File: config.mk
export PLATFORM = sky130hd
export DESIGN_NAME = cnt_ext_tracker_flat
export DESIGN_NICKNAME = d
export VERILOG_FILES = /design/src/rtl/cnt_ext_pkg.sv /design/src/rtl/cnt_ext_if.sv /design/src/rtl/cnt_ext_fifo.sv /design/src/rtl/cnt_ext_tracker.sv /design/src/flat_wrapper.sv
export SDC_FILE = /design/constraint.sdc
export NUM_CORES = 1
export LEC_CHECK = 0
export CAP_MARGIN = 20
export CORE_ASPECT_RATIO = 1.1
export CORE_MARGIN = 5
export CORE_UTILIZATION = 25
export DETAILED_ROUTE_END_ITERATION = 12
export GPL_TIMING_DRIVEN = 0
export PLACE_DENSITY = 0.41
export SYNTH_ARGS = -nofsm -noshare
export SYNTH_HDL_FRONTEND = slang
export SYNTH_HIERARCHICAL = 1
export SYNTH_SLANG_ARGS = --single-unit
File: constraint.sdc
create_clock -name clk -period 3.7 [get_ports clk]
set_input_delay 0.555 -clock clk [delete_from_list [all_inputs] [get_ports clk]]
set_output_delay 0.555 -clock clk [all_outputs]
set_load 0.01 [all_outputs]
File: src/rtl/cnt_ext_pkg.sv
// Shared types and constants for the extended-count tracker.
// Holds the FSM state encoding, the mod-4 step codes and the drop-counter ceiling.
package cnt_ext_pkg;

    typedef enum logic [1:0] {
        IDLE  = 2'd0,
        ARM   = 2'd1,
        TRACK = 2'd2
    } state_t;

    localparam logic [1:0] STEP_NONE = 2'd0;
    localparam logic [1:0] STEP_INC  = 2'd1;

    localparam logic [7:0] DROP_MAX = 8'hFF;

endpackage

File: src/rtl/cnt_ext_if.sv
// Valid/ready report channel carrying extended-count snapshots.
// The tracker drives it through the master modport; the consumer uses slave.
interface cnt_ext_if #(
    parameter int W = 16
);
    logic         rpt_valid;
    logic         rpt_ready;
    logic [W-1:0] rpt_data;

    modport master (output rpt_valid, output rpt_data, input rpt_ready);
    modport slave  (input rpt_valid, input rpt_data, output rpt_ready);

endinterface

File: src/rtl/cnt_ext_fifo.sv
// Synchronous W x DEPTH report FIFO with synchronous clear.
// A push into a full FIFO is accepted only when a pop happens in the same cycle.
module cnt_ext_fifo #(
    parameter int W     = 16,
    parameter int DEPTH = 4
) (
    input  logic         clk,
    input  logic         rst_n,
    input  logic         clr,
    input  logic         push,
    input  logic         pop,
    input  logic [W-1:0] din,
    output logic [W-1:0] dout,
    output logic         full,
    output logic         empty
);
    localparam int AW = $clog2(DEPTH);

    logic [W-1:0]  mem [DEPTH];
    logic [AW-1:0] wr_ptr;
    logic [AW-1:0] rd_ptr;
    logic [AW:0]   count;
    logic          do_push;
    logic          do_pop;

    assign full    = (count == (AW+1)'(DEPTH));
    assign empty   = (count == '0);
    assign do_pop  = pop && !empty;
    assign do_push = push && (!full || do_pop);
    // Empty reads as zero so the head never shows a stale entry.
    assign dout    = empty ? '0 : mem[rd_ptr];

    always_ff @(posedge clk or negedge rst_n) begin
        if (!rst_n) begin
            wr_ptr <= '0;
            rd_ptr <= '0;
            count  <= '0;
        end else if (clr) begin
            wr_ptr <= '0;
            rd_ptr <= '0;
            count  <= '0;
        end else begin
            if (do_push) wr_ptr <= wr_ptr + AW'(1);
            if (do_pop)  rd_ptr <= rd_ptr + AW'(1);
            case ({do_push, do_pop})
                2'b10:   count <= count + (AW+1)'(1);
                2'b01:   count <= count - (AW+1)'(1);
                default: count <= count;
            endcase
        end
    end

    always_ff @(posedge clk) begin
        if (do_push && !clr) mem[wr_ptr] <= din;
    end

endmodule

File: src/rtl/cnt_ext_tracker.sv
// Decodes mod-4 steps of an upstream 2-bit counter into a wide extended count,
// flags illegal steps and queues periodic snapshots on a valid/ready channel.
module cnt_ext_tracker
    import cnt_ext_pkg::*;
#(
    parameter int W            = 16,
    parameter int REPORT_SHIFT = 4,
    parameter int DEPTH        = 4
) (
    input  logic         clk,
    input  logic         rst_n,
    input  logic         en,
    input  logic         clr,
    input  logic [1:0]   cnt_in,
    output logic [W-1:0] ext_cnt,
    output logic         wrap,
    output logic         err,
    output logic [7:0]   drop_cnt,
    cnt_ext_if.master    rpt
);
    state_t       state_q;
    state_t       state_d;
    logic [1:0]   in_q;
    logic [1:0]   prev_q;
    logic [1:0]   delta;
    logic         base_load;
    logic         track;
    logic         inc;
    logic         bad;
    logic [W-1:0] ext_next;
    logic         push;
    logic         pop;
    logic         full;
    logic         empty;
    logic         drop;

    always_ff @(posedge clk or negedge rst_n) begin
        if (!rst_n) state_q <= IDLE;
        else        state_q <= state_d;
    end

    always_comb begin
        state_d = state_q;
        if (clr) begin
            state_d = ARM;
        end else begin
            case (state_q)
                IDLE:    state_d = ARM;
                ARM:     state_d = TRACK;
                TRACK:   state_d = TRACK;
                default: state_d = IDLE;
            endcase
        end
    end

    always_comb begin
        base_load = 1'b0;
        track     = 1'b0;
        if (!clr) begin
            base_load = (state_q == ARM) || (state_q == TRACK);
            track     = (state_q == TRACK);
        end
    end

    // Baseline follows every step in ARM/TRACK, even when disabled or illegal.
    assign delta    = in_q - prev_q;
    assign inc      = track && en && (delta == STEP_INC);
    assign bad      = track && (delta != STEP_NONE) && (delta != STEP_INC);
    assign ext_next = ext_cnt + W'(1);
    assign push     = inc && (ext_next[REPORT_SHIFT-1:0] == '0);
    assign pop      = !empty && rpt.rpt_ready;
    assign drop     = push && full && !pop;

    assign rpt.rpt_valid = !empty;

    always_ff @(posedge clk or negedge rst_n) begin
        if (!rst_n) in_q <= '0;
        else        in_q <= cnt_in;
    end

    always_ff @(posedge clk or negedge rst_n) begin
        if (!rst_n) begin
            prev_q   <= '0;
            ext_cnt  <= '0;
            wrap     <= 1'b0;
            err      <= 1'b0;
            drop_cnt <= '0;
        end else if (clr) begin
            prev_q   <= '0;
            ext_cnt  <= '0;
            wrap     <= 1'b0;
            err      <= 1'b0;
            drop_cnt <= '0;
        end else begin
            if (base_load) prev_q <= in_q;
            if (inc) begin
                ext_cnt <= ext_next;
                if (&ext_cnt) wrap <= 1'b1;
            end
            if (bad) err <= 1'b1;
            if (drop && (drop_cnt != DROP_MAX)) drop_cnt <= drop_cnt + 8'd1;
        end
    end

    cnt_ext_fifo #(
        .W     (W),
        .DEPTH (DEPTH)
    ) u_fifo (
        .clk   (clk),
        .rst_n (rst_n),
        .clr   (clr),
        .push  (push),
        .pop   (pop),
        .din   (ext_next),
        .dout  (rpt.rpt_data),
        .full  (full),
        .empty (empty)
    );

endmodule
File: src/flat_wrapper.sv
// flat-port wrapper written by rule: the top's interface ports become plain ports
module cnt_ext_tracker_flat import cnt_ext_pkg::*;
#(
    parameter int W            = 16,
    parameter int REPORT_SHIFT = 4,
    parameter int DEPTH        = 4
)
  (clk, rst_n, en, clr, cnt_in, ext_cnt, wrap, err, drop_cnt, rpt_rpt_valid, rpt_rpt_data, rpt_rpt_ready);
  cnt_ext_if #(.W(W)) rpt_i ();
  input  logic clk;
  input  logic rst_n;
  input  logic en;
  input  logic clr;
  input  logic [1:0] cnt_in;
  output logic [W-1:0] ext_cnt;
  output logic wrap;
  output logic err;
  output logic [7:0] drop_cnt;
  output wire logic [$bits(rpt_i.rpt_valid)-1:0] rpt_rpt_valid;
  output wire logic [$bits(rpt_i.rpt_data)-1:0] rpt_rpt_data;
  input wire logic [$bits(rpt_i.rpt_ready)-1:0] rpt_rpt_ready;
  assign rpt_rpt_valid = rpt_i.rpt_valid;
  assign rpt_rpt_data = rpt_i.rpt_data;
  assign rpt_i.rpt_ready = rpt_rpt_ready;
  cnt_ext_tracker #(.W(W), .REPORT_SHIFT(REPORT_SHIFT), .DEPTH(DEPTH)) u_core (.clk(clk), .rst_n(rst_n), .en(en), .clr(clr), .cnt_in(cnt_in), .ext_cnt(ext_cnt), .wrap(wrap), .err(err), .drop_cnt(drop_cnt), .rpt(rpt_i));
endmodule
==> qor.csv <==
metric,value,unit
Post-route DRC,0,
critical path buffer and inverter count,2,
Comb power frac,0.029,
max-slew violations,0,
first-pass GRT wire length,18.44,mm
gp weighted congestion,0.7237,
#FFs+latches synth,103,
GRT overflow,0,
vias in the first global route,3214,
# port buffers,49,
Avg WL per Cell,16.83,µm
CP arrival,3760,ps
Final Skew,8.113,ps
crit path capture type,register,
# H-tree levels,3,
most frequent cells in the layout,"64 x edfxtp_1, 48 x clkdlybuf4s50_1, 39 x dfrtp_1",
status,finished clean,
Psw,454.2,µW
total power,2292,µW
layout cells sized above 1,0.1583,
Main synth FF type,edfxtp_1,
CP startpoint kind,register,
Vias,2999,
Crit Path Category,reg2reg,
post-cts hold buffer count,0,
largest net degree at the start of global routing,28,
die width,142.4,µm
Netlist cell types,49,
Max Cap Viol,0,
synth warn,6,
Die Ht,155.6,µm
clock root cell,clkbuf_16,
Clock power frac,0.437,
Worst EP required,3960,ps
RSZ-0062 raised after global routing,no,
Max Clk Rate,285.2,MHz
final hold violations,0,
cell family with most CP delay,simple AND/OR/NAND/NOR gates,
"commonest non-fill, non-tap cell in the layout",edfxtp_1,
vias per cell,4.391,
Num CTS Buffers,9,
Slowest Stage Delay on Critical Path,500,ps
Final setup viols,0,
Die ar.,0.02216,mm²
Core ar.,0.01903,mm²
Clock Pin Slew Worst Setup and Hold Paths,70,ps
Sink Count,103,
Worst-Margin Slew,714.0,ps
"non-filler cells, final",683,
Placed Cells,665,
Synth Area per Inst,13.31,µm²
crit path max fanout,10,
Worst IR Drop VDD,0.2470,mV
DRT iter0 DRCs,145,
syn nets,380,
Starting Density,0.2532,
Int Pwr,1838,µW
Final TNS setup,0,ps
"Seq/Total Area, Yosys",0.6012,
dpl hpwl,8.233,mm
antenna violations before repair,0,
Global Route Usage Sum,0.1088,
sw frac,0.1981,
"Clk Latency, worst-skew pair",340,ps
CP Cell Sequence,ha_1 -> nand3_1 -> o22a_2 -> clkbuf_1 -> nor2_1 -> buf_2 -> nor3b_1 -> fa_1 -> or3b_1 -> or3_1 -> a31oi_1,
post-route ant nets,0,
DRT Wirelength,11.50,mm
Final nets,449,
number of top-level pins,50,
"Design Area, Final",0.006076,mm²
row count,53,
CTS tree,done,
pwr dens,377.3,mW/mm²
relative slew slack,0.5196,
First-pass DRT Iterations,4,
area growth from synthesis to layout,26.06,%
Synth async-reset ratio,0.3786,
Sequential Power Share,0.534,
n_diodes,0,
placed cell areas,0.005722,mm²
Synth Cell Area,0.004820,mm²
Leak,0.002195,µW
Worst path slowest cell,dfrtp_1,
Final Cycle Share,0.9477,
Min-Delay Path Class,in2async,
"EDFF count, synth",64,
Bufs on Longest Clock Path,2,
hold slack final,122.9,ps
min cycle time layout,3506,ps
synthesized instance count,362,
-- state kept, by name, summed over array words and instances, names as in the netlist --
name	flops
u_core/in_q	2
u_core/u_fifo/count	3
u_core/state_q	2
u_core/u_fifo/wr_ptr	2
u_core/err	1
u_core/prev_q	2
u_core/drop_cnt	8
u_core/ext_cnt	16
u_core/u_fifo/rd_ptr	2
u_core/u_fifo/mem	64
u_core/wrap	1
-- final timing paths --
| kind | startpoint | endpoint | slack, ps | depth (start not counted) |
|---|---|---|---|---|
| hold reg to reg | u_core/err | u_core/err | 510 | 2 |
| setup / recovery | u_core/ext_cnt[0] | u_core/u_fifo/count[2] | 190 | 11 |
| setup reg to reg | u_core/ext_cnt[0] | u_core/u_fifo/count[2] | 190 | 11 |
| min in group clk | u_core/err | u_core/err | 510 | 2 |
| hold / removal | rst_n | u_core/u_fifo/count[0] | 120 | 1 |
| max in group asynchronous | rst_n | u_core/u_fifo/wr_ptr[1] | 3090 | 2 |
-- power groups by stage --
stage / sequential (µW) / combinational (µW) / clock, µW
floorplan: 1250 / 35.8 / 0
global placement: 1250 / 65.3 / 0
detailed placement: 1250 / 68.1 / 0
CTS: 1220 / 68.4 / 1030
global route: 1220 / 75.9 / 1080
finish: 1220 / 66.7 / 1000
-- layout make-up --
type / count / area, µm²
Buffer: 19 / 101.3
Fill cell: 1874 / 12960
Tap cell: 247 / 309.0
Sequential cell: 103 / 2898
Clock buffer: 10 / 229.0
Multi-Input combinational cell: 227 / 1819
Timing Repair Buffer: 58 / 588.1
Inverter: 13 / 48.80
Clock inverter: 6 / 82.58
-- logic make-up (layout without fill, tap and decap cells) --
group	count (synthesis)	after routing	synth area share
xor+xnor	27	27	0.05218
compound gates	40	40	0.05141
flops	103	103	0.6012
fa+ha+maj	11	11	0.03011
mux	23	23	0.09060
buf+inv	32	106	0.03089
simple gates	126	126	0.1436
-- stage by stage --
step,util,worst slack [ps]
6_report,0.3192,193.7
5_1_grt,0.3192,21.55
4_1_cts,0.3177,-12.93
3_5_place_dp,0.3006,-369.7
3_3_place_gp,0.2952,-1680
2_1_floorplan,-,211.8
-- per-layer routing --
layer / wire length (µm) / vias to the layer above / GRT usage
met5: 0 / - / 0
met2: 5395 / 56 / 0.1727
met3: 573 / 11 / 0.03096
met1: 5392 / 1479 / 0.1454
li1: - / 1453 / -
met4: 135 / 0 / 0.03259
-- Yosys cell counts (2+ instances only) --
master | instances | area [µm²]
a21oi_1 | 16 | 80.08
and3_1 | 2 | 12.51
buf_2 | 8 | 40.04
buf_6 | 2 | 22.52
clkbuf_1 | 8 | 30.03
dfrtp_1 | 39 | 975.9
edfxtp_1 | 64 | 1922
ha_1 | 10 | 125.1
inv_1 | 13 | 48.80
mux2i_1 | 5 | 50.05
mux4_2 | 16 | 360.4
nand2_1 | 22 | 82.58
nand2b_1 | 6 | 37.54
nand3_1 | 9 | 45.04
nand4_1 | 4 | 25.02
nor2_1 | 27 | 101.4
nor2b_1 | 19 | 118.9
nor3_1 | 5 | 25.02
nor3b_1 | 5 | 37.54
o2111ai_1 | 2 | 17.52
o21ai_0 | 7 | 35.03
o31ai_1 | 5 | 37.54
or2_2 | 4 | 25.02
or3_1 | 10 | 62.56
or3b_1 | 2 | 17.52
or4_1 | 5 | 37.54
xnor2_1 | 9 | 78.83
xor2_1 | 17 | 148.9
-- what timing repair did --
item	CTS	global route
gates resized for setup	3	3
endpoints found under the setup margin	17	28
setup buffers	0	2
pin swaps	0	3
cloned	0	0
hold endpoints to repair	0	0
Note: power is estimated with default switching activity, not from simulation.
